**config.mk**
```make
export PLATFORM = sky130hd
export DESIGN_NAME = ascon_permutation_core
export DESIGN_NICKNAME = d
export VERILOG_FILES = /design/src/rtl/ascon_pkg.sv /design/src/rtl/ascon_round.sv /design/src/rtl/ascon_permutation_core.sv
export SDC_FILE = /design/constraint.sdc
export NUM_CORES = 2
export LEC_CHECK = 0
export ABC_AREA = 1
export CAP_MARGIN = 25
export CORE_MARGIN = 2
export CORE_UTILIZATION = 25
export DETAILED_ROUTE_END_ITERATION = 8
export HOLD_SLACK_MARGIN = 0.02
export SLEW_MARGIN = 20
export SYNTH_ARGS = -nofsm -noshare
export SYNTH_HDL_FRONTEND = slang
export SYNTH_SLANG_ARGS = --single-unit
```
**constraint.sdc**
```tcl
create_clock -name clk_i -period 3.1 [get_ports clk_i]
set_clock_uncertainty 0.15 [all_clocks]
set_input_delay 0.465 -clock clk_i [delete_from_list [all_inputs] [get_ports clk_i]]
set_output_delay 0.465 -clock clk_i [all_outputs]
set_load 0.02 [all_outputs]
```
**src/rtl/ascon_pkg.sv**
```systemverilog
// Shared types, round constants and helpers for the Ascon permutation core.
package ascon_pkg;

  localparam int unsigned WORD_W  = 64;
  localparam int unsigned RND_W   = 5;
  localparam int unsigned MAX_RND = 16;

  typedef logic [WORD_W-1:0] word_t;
  typedef logic [RND_W-1:0]  rnd_t;

  // x0 occupies the most significant 64 bits.
  typedef struct packed {
    word_t x0;
    word_t x1;
    word_t x2;
    word_t x3;
    word_t x4;
  } ascon_state_t;

  // c[i] = {4'hf - m, m}, m = (i - 4) mod 16; entry 0 in the low byte.
  localparam logic [16*8-1:0] RC_LUT = {
    8'h4b, 8'h5a, 8'h69, 8'h78, 8'h87, 8'h96, 8'ha5, 8'hb4,
    8'hc3, 8'hd2, 8'he1, 8'hf0, 8'h0f, 8'h1e, 8'h2d, 8'h3c
  };

  // Linear-layer right-rotation amounts.
  localparam int unsigned ROT_X0_A = 19;
  localparam int unsigned ROT_X0_B = 28;
  localparam int unsigned ROT_X1_A = 61;
  localparam int unsigned ROT_X1_B = 39;
  localparam int unsigned ROT_X2_A = 1;
  localparam int unsigned ROT_X2_B = 6;
  localparam int unsigned ROT_X3_A = 10;
  localparam int unsigned ROT_X3_B = 17;
  localparam int unsigned ROT_X4_A = 7;
  localparam int unsigned ROT_X4_B = 41;

  // Round constant lookup.
  function automatic logic [7:0] round_const(input logic [3:0] idx);
    return RC_LUT[{idx, 3'b000} +: 8];
  endfunction

  // 64-bit rotate right by a constant amount (1..63).
  function automatic word_t ror64(input word_t v, input int unsigned r);
    return (v >> r) | (v << (WORD_W - r));
  endfunction

endpackage

```
**src/rtl/ascon_round.sv**
```systemverilog
// One combinational Ascon round: constant addition, S-box, linear layer.
module ascon_round
  import ascon_pkg::*;
(
  input  ascon_state_t state_i,
  input  logic [7:0]   const_i,
  input  logic         en_i,
  output ascon_state_t state_o
);

  word_t a0, a1, a2, a3, a4;
  word_t b0, b2, b4;
  word_t c0, c1, c2, c3, c4;
  word_t d0, d1, d2, d3, d4;
  ascon_state_t lin;

  // Round datapath; a disabled stage forwards its input untouched.
  always_comb begin
    // constant addition into the low byte of x2
    a0 = state_i.x0;
    a1 = state_i.x1;
    a2 = {state_i.x2[WORD_W-1:8], state_i.x2[7:0] ^ const_i};
    a3 = state_i.x3;
    a4 = state_i.x4;

    // bit-sliced 5-bit S-box over all 64 columns
    b0 = a0 ^ a4;
    b4 = a4 ^ a3;
    b2 = a2 ^ a1;
    c0 = b0 ^ (~a1 & b2);
    c1 = a1 ^ (~b2 & a3);
    c2 = b2 ^ (~a3 & b4);
    c3 = a3 ^ (~b4 & b0);
    c4 = b4 ^ (~b0 & a1);
    d0 = c0 ^ c4;
    d1 = c1 ^ c0;
    d2 = ~c2;
    d3 = c3 ^ c2;
    d4 = c4;

    // linear diffusion per word
    lin.x0 = d0 ^ ror64(d0, ROT_X0_A) ^ ror64(d0, ROT_X0_B);
    lin.x1 = d1 ^ ror64(d1, ROT_X1_A) ^ ror64(d1, ROT_X1_B);
    lin.x2 = d2 ^ ror64(d2, ROT_X2_A) ^ ror64(d2, ROT_X2_B);
    lin.x3 = d3 ^ ror64(d3, ROT_X3_A) ^ ror64(d3, ROT_X3_B);
    lin.x4 = d4 ^ ror64(d4, ROT_X4_A) ^ ror64(d4, ROT_X4_B);

    state_o = en_i ? lin : state_i;
  end

endmodule

```
**src/rtl/ascon_permutation_core.sv**
```systemverilog
// Handshaked multi-cycle Ascon-p[rnd] engine with UNROLL rounds per cycle.
module ascon_permutation_core
  import ascon_pkg::*;
#(
  parameter int unsigned UNROLL = 1
) (
  input  logic         clk_i,
  input  logic         rst_ni,
  input  logic         start_valid_i,
  output logic         start_ready_o,
  input  rnd_t         num_rounds_i,
  input  ascon_state_t state_i,
  output logic         done_valid_o,
  input  logic         done_ready_i,
  output ascon_state_t state_o,
  output logic         busy_o
);

  if (!(UNROLL == 1 || UNROLL == 2 || UNROLL == 3 || UNROLL == 4 || UNROLL == 6)) begin : g_bad_unroll
    $error("ascon_permutation_core: illegal UNROLL=%0d", UNROLL);
  end

  localparam logic [1:0] ST_IDLE = 2'd0;
  localparam logic [1:0] ST_RUN  = 2'd1;
  localparam logic [1:0] ST_DONE = 2'd2;

  localparam rnd_t UNROLL_R = rnd_t'(UNROLL);
  localparam rnd_t MAX_R    = rnd_t'(MAX_RND);

  logic [1:0]   st_q, st_d;
  ascon_state_t state_q, state_d;
  rnd_t         rem_q, rem_d;
  rnd_t         idx_q, idx_d;
  rnd_t         rnd_eff;
  rnd_t         step;

  ascon_state_t chain [UNROLL+1];

  // 0 and anything above 16 run the full 16 rounds.
  assign rnd_eff = ((num_rounds_i == '0) || (num_rounds_i > MAX_R)) ? MAX_R : num_rounds_i;

  // Rounds retired this cycle: min(UNROLL, rem).
  assign step = (rem_q > UNROLL_R) ? UNROLL_R : rem_q;

  // Unrolled round chain; stages past the remaining count are bypassed.
  assign chain[0] = state_q;
  for (genvar j = 0; j < UNROLL; j++) begin : g_round
    logic [3:0] cidx;
    assign cidx = 4'(idx_q + rnd_t'(j));
    ascon_round u_round (
      .state_i (chain[j]),
      .const_i (round_const(cidx)),
      .en_i    (rem_q > rnd_t'(j)),
      .state_o (chain[j+1])
    );
  end

  // Next-state, counter and handshake logic.
  always_comb begin
    st_d          = st_q;
    state_d       = state_q;
    rem_d         = rem_q;
    idx_d         = idx_q;
    start_ready_o = 1'b0;
    case (st_q)
      ST_IDLE: begin
        start_ready_o = 1'b1;
        if (start_valid_i) begin
          state_d = state_i;
          rem_d   = rnd_eff;
          idx_d   = MAX_R - rnd_eff;
          st_d    = ST_RUN;
        end
      end
      ST_RUN: begin
        state_d = chain[UNROLL];
        rem_d   = rem_q - step;
        idx_d   = idx_q + step;
        if (rem_d == '0) begin
          st_d = ST_DONE;
        end
      end
      ST_DONE: begin
        start_ready_o = done_ready_i;
        if (done_ready_i) begin
          if (start_valid_i) begin
            state_d = state_i;
            rem_d   = rnd_eff;
            idx_d   = MAX_R - rnd_eff;
            st_d    = ST_RUN;
          end else begin
            st_d = ST_IDLE;
          end
        end
      end
      default: st_d = ST_IDLE;
    endcase
  end

  // State register, counters and FSM.
  always_ff @(posedge clk_i or negedge rst_ni) begin
    if (!rst_ni) begin
      st_q    <= ST_IDLE;
      state_q <= '0;
      rem_q   <= '0;
      idx_q   <= '0;
    end else begin
      st_q    <= st_d;
      state_q <= state_d;
      rem_q   <= rem_d;
      idx_q   <= idx_d;
    end
  end

  assign state_o      = state_q;
  assign done_valid_o = (st_q == ST_DONE);
  assign busy_o       = (st_q == ST_RUN);

endmodule
```
# Word level (Yosys, flattened, before mapping)
# Index checks and enable logic that the tools add are counted.
# Widths: inputs -> output; s select.
# op_classes
n_mux	18
addsub	3
n_eq_ne	6
n_shift	1
n_reduce_logical	8
bitwise_logic	43
magnitude_cmp	3
# op_table
cell	n
$xor 64x64->64	21
$mux 320	3
$pmux 320 s3	1
$not 64->64	6
$and 64x64->64	5
$shiftx 128x8->8 const A	1
$or 23x64->64	1
$or 25x64->64	1
$or 3x64->64	1
$or 36x64->64	1
$or 45x64->64	1
$or 47x64->64	1
$or 54x64->64	1
$or 57x64->64	1
$or 58x64->64	1
$or 63x64->64	1
$mux 5	6
$pmux 5 s3	2
$gt 5x1->1 const B	2
$logic_not 5->1	2
$xor 8x8->8	1
$mux 2	3
$ne 2x1->1 const B	3
$pmux 2 s3	1
other kinds (14)	15
# totals
in_bits	329
elab_cells	90
reg_bits	332
out_inout_bits	323

# Longest topological paths before layout
# depth
word_depth	12
mapped_depth	19
ltp_nobuf	19

# By module
# Synthesis repeated with hierarchy kept, for this count alone.
# hier_totals
hier_cells	7182
area_unflattened_um2	42051.6
# modules_own_cells
module	seq_area_each_um2	area_each_um2	cells_each	instances
ascon_round	0.0	24432.2	4996	1
ascon_permutation_core	8282.9	17619.4	2186	1

# Worst setup path before layout
# Ideal clock, no wire load.
# synth_path
path_kind	register to register
from	reg idx_q[2]
to	reg state_q, in the netlist state_o[71]
arrival_time_ns	2.170
setup_ns	0.117
path_slack_ns	0.664
period_less_slack_ns	2.436
stages_incl_launch_ff	16
t_required_ns	2.833
n_path_buf	0
cell_sequence	dfrtp_1 > inv_1 > ha_1 > inv_1 > nand2_1 > nand2_1 > inv_1 > ha_1 > xor2_1 > inv_1 > xor2_1 > inv_1 > nand3_1 > nand3_1 > nand2_1 > nand2_1
# synth_between
elab_chain_cells	9
# synth_rtl
element	line	text
start, declared	ascon_permutation_core.sv:33	rnd_t idx_q, idx_d;
start signal, assigned	ascon_permutation_core.sv:111	idx_q <= idx_d;
$shiftx 128x8->8	ascon_pkg.sv:40	return RC_LUT[{idx, 3'b000} +: 8];
$xor 8x8->8	ascon_round.sv:22	a2 = {state_i.x2[WORD_W-1:8], state_i.x2[7:0] ^ const_i};
$xor 64x64->64	ascon_round.sv:29	b2 = a2 ^ a1;
$xor 64x64->64	ascon_round.sv:32	c2 = b2 ^ (~a3 & b4);
$xor 64x64->64	ascon_round.sv:38	d3 = c3 ^ c2;
$xor 64x64->64 (2 in series)	ascon_round.sv:45	lin.x3 = d3 ^ ror64(d3, ROT_X3_A) ^ ror64(d3, ROT_X3_B);
$mux 320	ascon_round.sv:48	state_o = en_i ? lin : state_i;
$pmux 320 s3	ascon_permutation_core.sv:65	case (st_q)
end signal, assigned	ascon_permutation_core.sv:109	state_q <= state_d;
end, declared	ascon_permutation_core.sv:31	ascon_state_t state_q, state_d;
# No other way between the ends. The select of a mux whose other input is x is not followed.
# A chain may end at the register's enable or synchronous reset.

# Worst setup path after layout
# layout_path
from	reg state_q, in the netlist state_o[242]
to	reg state_q, in the netlist state_o[104]
# layout_between
elab_chain_cells	8
# layout_rtl
element	line	text
$xor 64x64->64	ascon_round.sv:29	
$xor 64x64->64	ascon_round.sv:32	
$xor 64x64->64	ascon_round.sv:38	
$or 54x64->64	ascon_pkg.sv:45	return (v >> r) | (v << (WORD_W - r));
$xor 64x64->64 (2 in series)	ascon_round.sv:45	
$mux 320	ascon_round.sv:48	
$pmux 320 s3	ascon_permutation_core.sv:65	
# No other way between the ends. The select of a mux whose other input is x is not followed.

==> qor.txt <==
Status = finished, final reports clean
Worst skew pair latency = 650 ps
Worst Path Required = 3460 ps
# IOs = 652
CP Class = flip-flop to flip-flop
Fin. max-slew vios = 0
Total Die Area = 0.145 mm²
Site Rows = 138
Layout cells sized above 1 = 10.1%
Starting density of the core = 25.1%
Final layout net count = 7880
Synth warn = 0
DR vias = 47700
Setup crit start kind = flip-flop
Worst rel slew slack = 28.9%
Final setup vio count = 0
Sequential share of the synthesized area = 23.4%
Critical Path End Type = flip-flop
Routed wire length = 279000 µm
CTS max path bufs = 3
Number of global-route vias before repair = 43800
Die height = 380 µm
Die Wd = 380 µm
Final GP Congestion = 1.10
Post-DP HPWL = 243000 µm
Worst Path Arrival = 3460 ps
Synth cell types = 34
Crit-path most repeated cell = nand2_1
Total GRT Usage = 37.3%
Maximum net fanout on the critical path = 7
Drt drc = 0
FMAX = 323 MHz
CP delay by family, top = XOR/XNOR gates
CP Buf/Inv Count = 3
Core area = 0.141 mm²
Post-Syn Area per Cell = 5.71 µm²
Final Util = 35.9%
Antenna violations before repair = 33
IO buf count = 651
Routed len/inst = 29.8 µm
Worst setup margin = 1.58 ps
Post-synth EDFFs = 0
Clk Tree Root Cell = clkbuf_16
TritonRoute pass-1 iters = 7
Final ANT Viol Nets = 0
Flops & latches, synth = 331
Final Critical Period = 3100 ps
Synthesized instance count = 6201
Post-route clock period utilization = 99.9%
RSZ-0062 raised after global routing = no
CTS tree = done
CP max stage cell = xor2_1
Delay of the slowest critical-path stage = 830 ps
FILL cells = 15500
Crit path cell chain = inv_1 -> ha_1 -> xor2_1 -> buf_4 -> xor2_1 -> buf_4 -> nand2_1 -> nand3_1 -> nand3_1 -> nand2_1 -> nand2_1
Top_reg_cell synth = dfrtp_1
Hold Crit Class = input port to asynchronous set/reset pin
First-pass GRT wire length = 369000 µm
Area growth syn-to-layout = 43.1%
Clock sinks = 331
GRT overflow = 0
Post-synth design cell area = 0.0354 mm²
H-tree depth = 2
Pre-CTS setup slack = -106 ps
CTS Buf Count = 45
Pin count of the biggest net entering global routing = 99
Post-CTS Setup Bufs = 0
Worst-margin pin slew = 1060 ps
Ys async rst share = 100%
Final hold vios = 0
Via/cell ratio = 5.11
Clock slew at reported path FFs = 70 ps
Total of max-cap violations = 0
Starting DRT DRC Count = 5555
-- area by class of cell --
| type | instances | area [µm²] | area share, % |
|---|---|---|---|
| tap | 1890 | 2360 | 4.67 |
| antenna | 8 | 20.0 | 0.0395 |
| inverter | 555 | 2090 | 4.13 |
| clock buffer | 56 | 1260 | 2.48 |
| multi-input combinational | 5173 | 24400 | 48.2 |
| timing repair buffer | 1308 | 12000 | 23.6 |
| sequential | 331 | 8280 | 16.4 |
| clock inverter | 19 | 239 | 0.472 |
-- stage by stage --
step	instance area [µm²]	TNS, ps	hold WS, ps	cells
floorplan	35400	0	19.4	6202
global placement	49100	-182	341	9256
detailed placement	49100	-170	351	9256
CTS	50600	0	276	9332
global route	50600	0	327	9333
finish	50600	0	270	9340
-- layer usage --
layer | GRT usage (%) | vias up | routed length (µm)
met2 | 57.0 | 2444 | 119000
met5 | 0 | - | 250
met1 | 47.6 | 22900 | 114000
li1 | - | 21800 | -
met4 | 23.8 | 32 | 21100
met3 | 7.88 | 543 | 23900
-- Yosys cell counts (all sizes together) (4+ instances only) --
master  instances  share of area [%]
xnor2         110                2.7
ha            136                4.8
o22ai           4              0.071
buf            73                1.2
xor2          320                7.9
inv           554                5.9
nor2          605                6.5
nand2        2816                 30
nand3         678                9.6
o21ai         412                5.8
o211ai         19               0.40
a21oi          61               0.86
clkbuf         70               0.74
dfrtp         331                 23
-- sequential cells by signal (all words and copies together) (netlist names) --
name and count:
idx_q 4, st_q 2, rem_q 5, state_o 320
-- layout by cell type, fill, tap and decap left out, types with 5 or more instances in the layout --
master / Yosys / final
nand2_1: 2815 / 2812
nand3_1: 678 / 678
clkdlybuf4s50_1: 0 / 650
buf_4: 11 / 616
nor2_1: 603 / 603
inv_1: 549 / 549
dfrtp_1: 331 / 331
xor2_1: 320 / 315
o21ai_0: 307 / 307
ha_1: 136 / 136
xnor2_1: 110 / 109
o21ai_1: 104 / 104
a21oi_1: 61 / 61
clkbuf_16: 0 / 45
buf_12: 0 / 40
o211ai_1: 19 / 19
clkbuf_8: 0 / 9
diode_2: 0 / 8
clkinv_2: 0 / 8
bufinv_16: 0 / 5
-- cell families (layout without fill, tap and decap cells) --
group	Yosys count	in the layout	share of synthesized area (%)
xor gates and xnor gates	430	430	10.6
adders and majority gates	137	137	4.87
AOI/OAI and AO/OA	502	502	7.30
buffers and inverters	698	1938	7.79
DFF	331	331	23.4
and+or+nand+nor	4101	4101	46.0
other	2	11	0.0212
-- worst register-to-register path, cell delays in order (launching register included) --
cell	delay (ps)
dfrtp_1	450
inv_1	70
ha_1	290
xor2_1	210
buf_4	170
xor2_1	830
buf_4	320
nand2_1	110
nand3_1	80
nand3_1	100
nand2_1	150
nand2_1	60
-- final timing paths --
kind | start | end | slack, ps | depth (start not counted)
worst max-delay path | state_o[242] | state_o[104] | 2 | 11
worst min-delay path | rst_ni | state_o[28] | 270 | 2
worst max register to register | state_o[242] | state_o[104] | 2 | 11
worst min register to register | state_o[109] | state_o[109] | 370 | 2
max in group asynchronous | rst_ni | state_o[241] | 1640 | 3
min in group clk_i | start_valid_i | st_q[0] | 310 | 3
-- repair_timing --
item / in CTS / in global routing
gates cloned: 0 / 0
endpoints found under the setup margin: 2 / 8
hold endpoints to repair: 46 / 0
resized for setup: 1 / 7
hold buffers: 1 / 0
pin swaps: 0 / 0
Power is left out: the tool's default activity adds up to more than one toggle a clock period on the data nets, which glitch-free logic cannot reach.
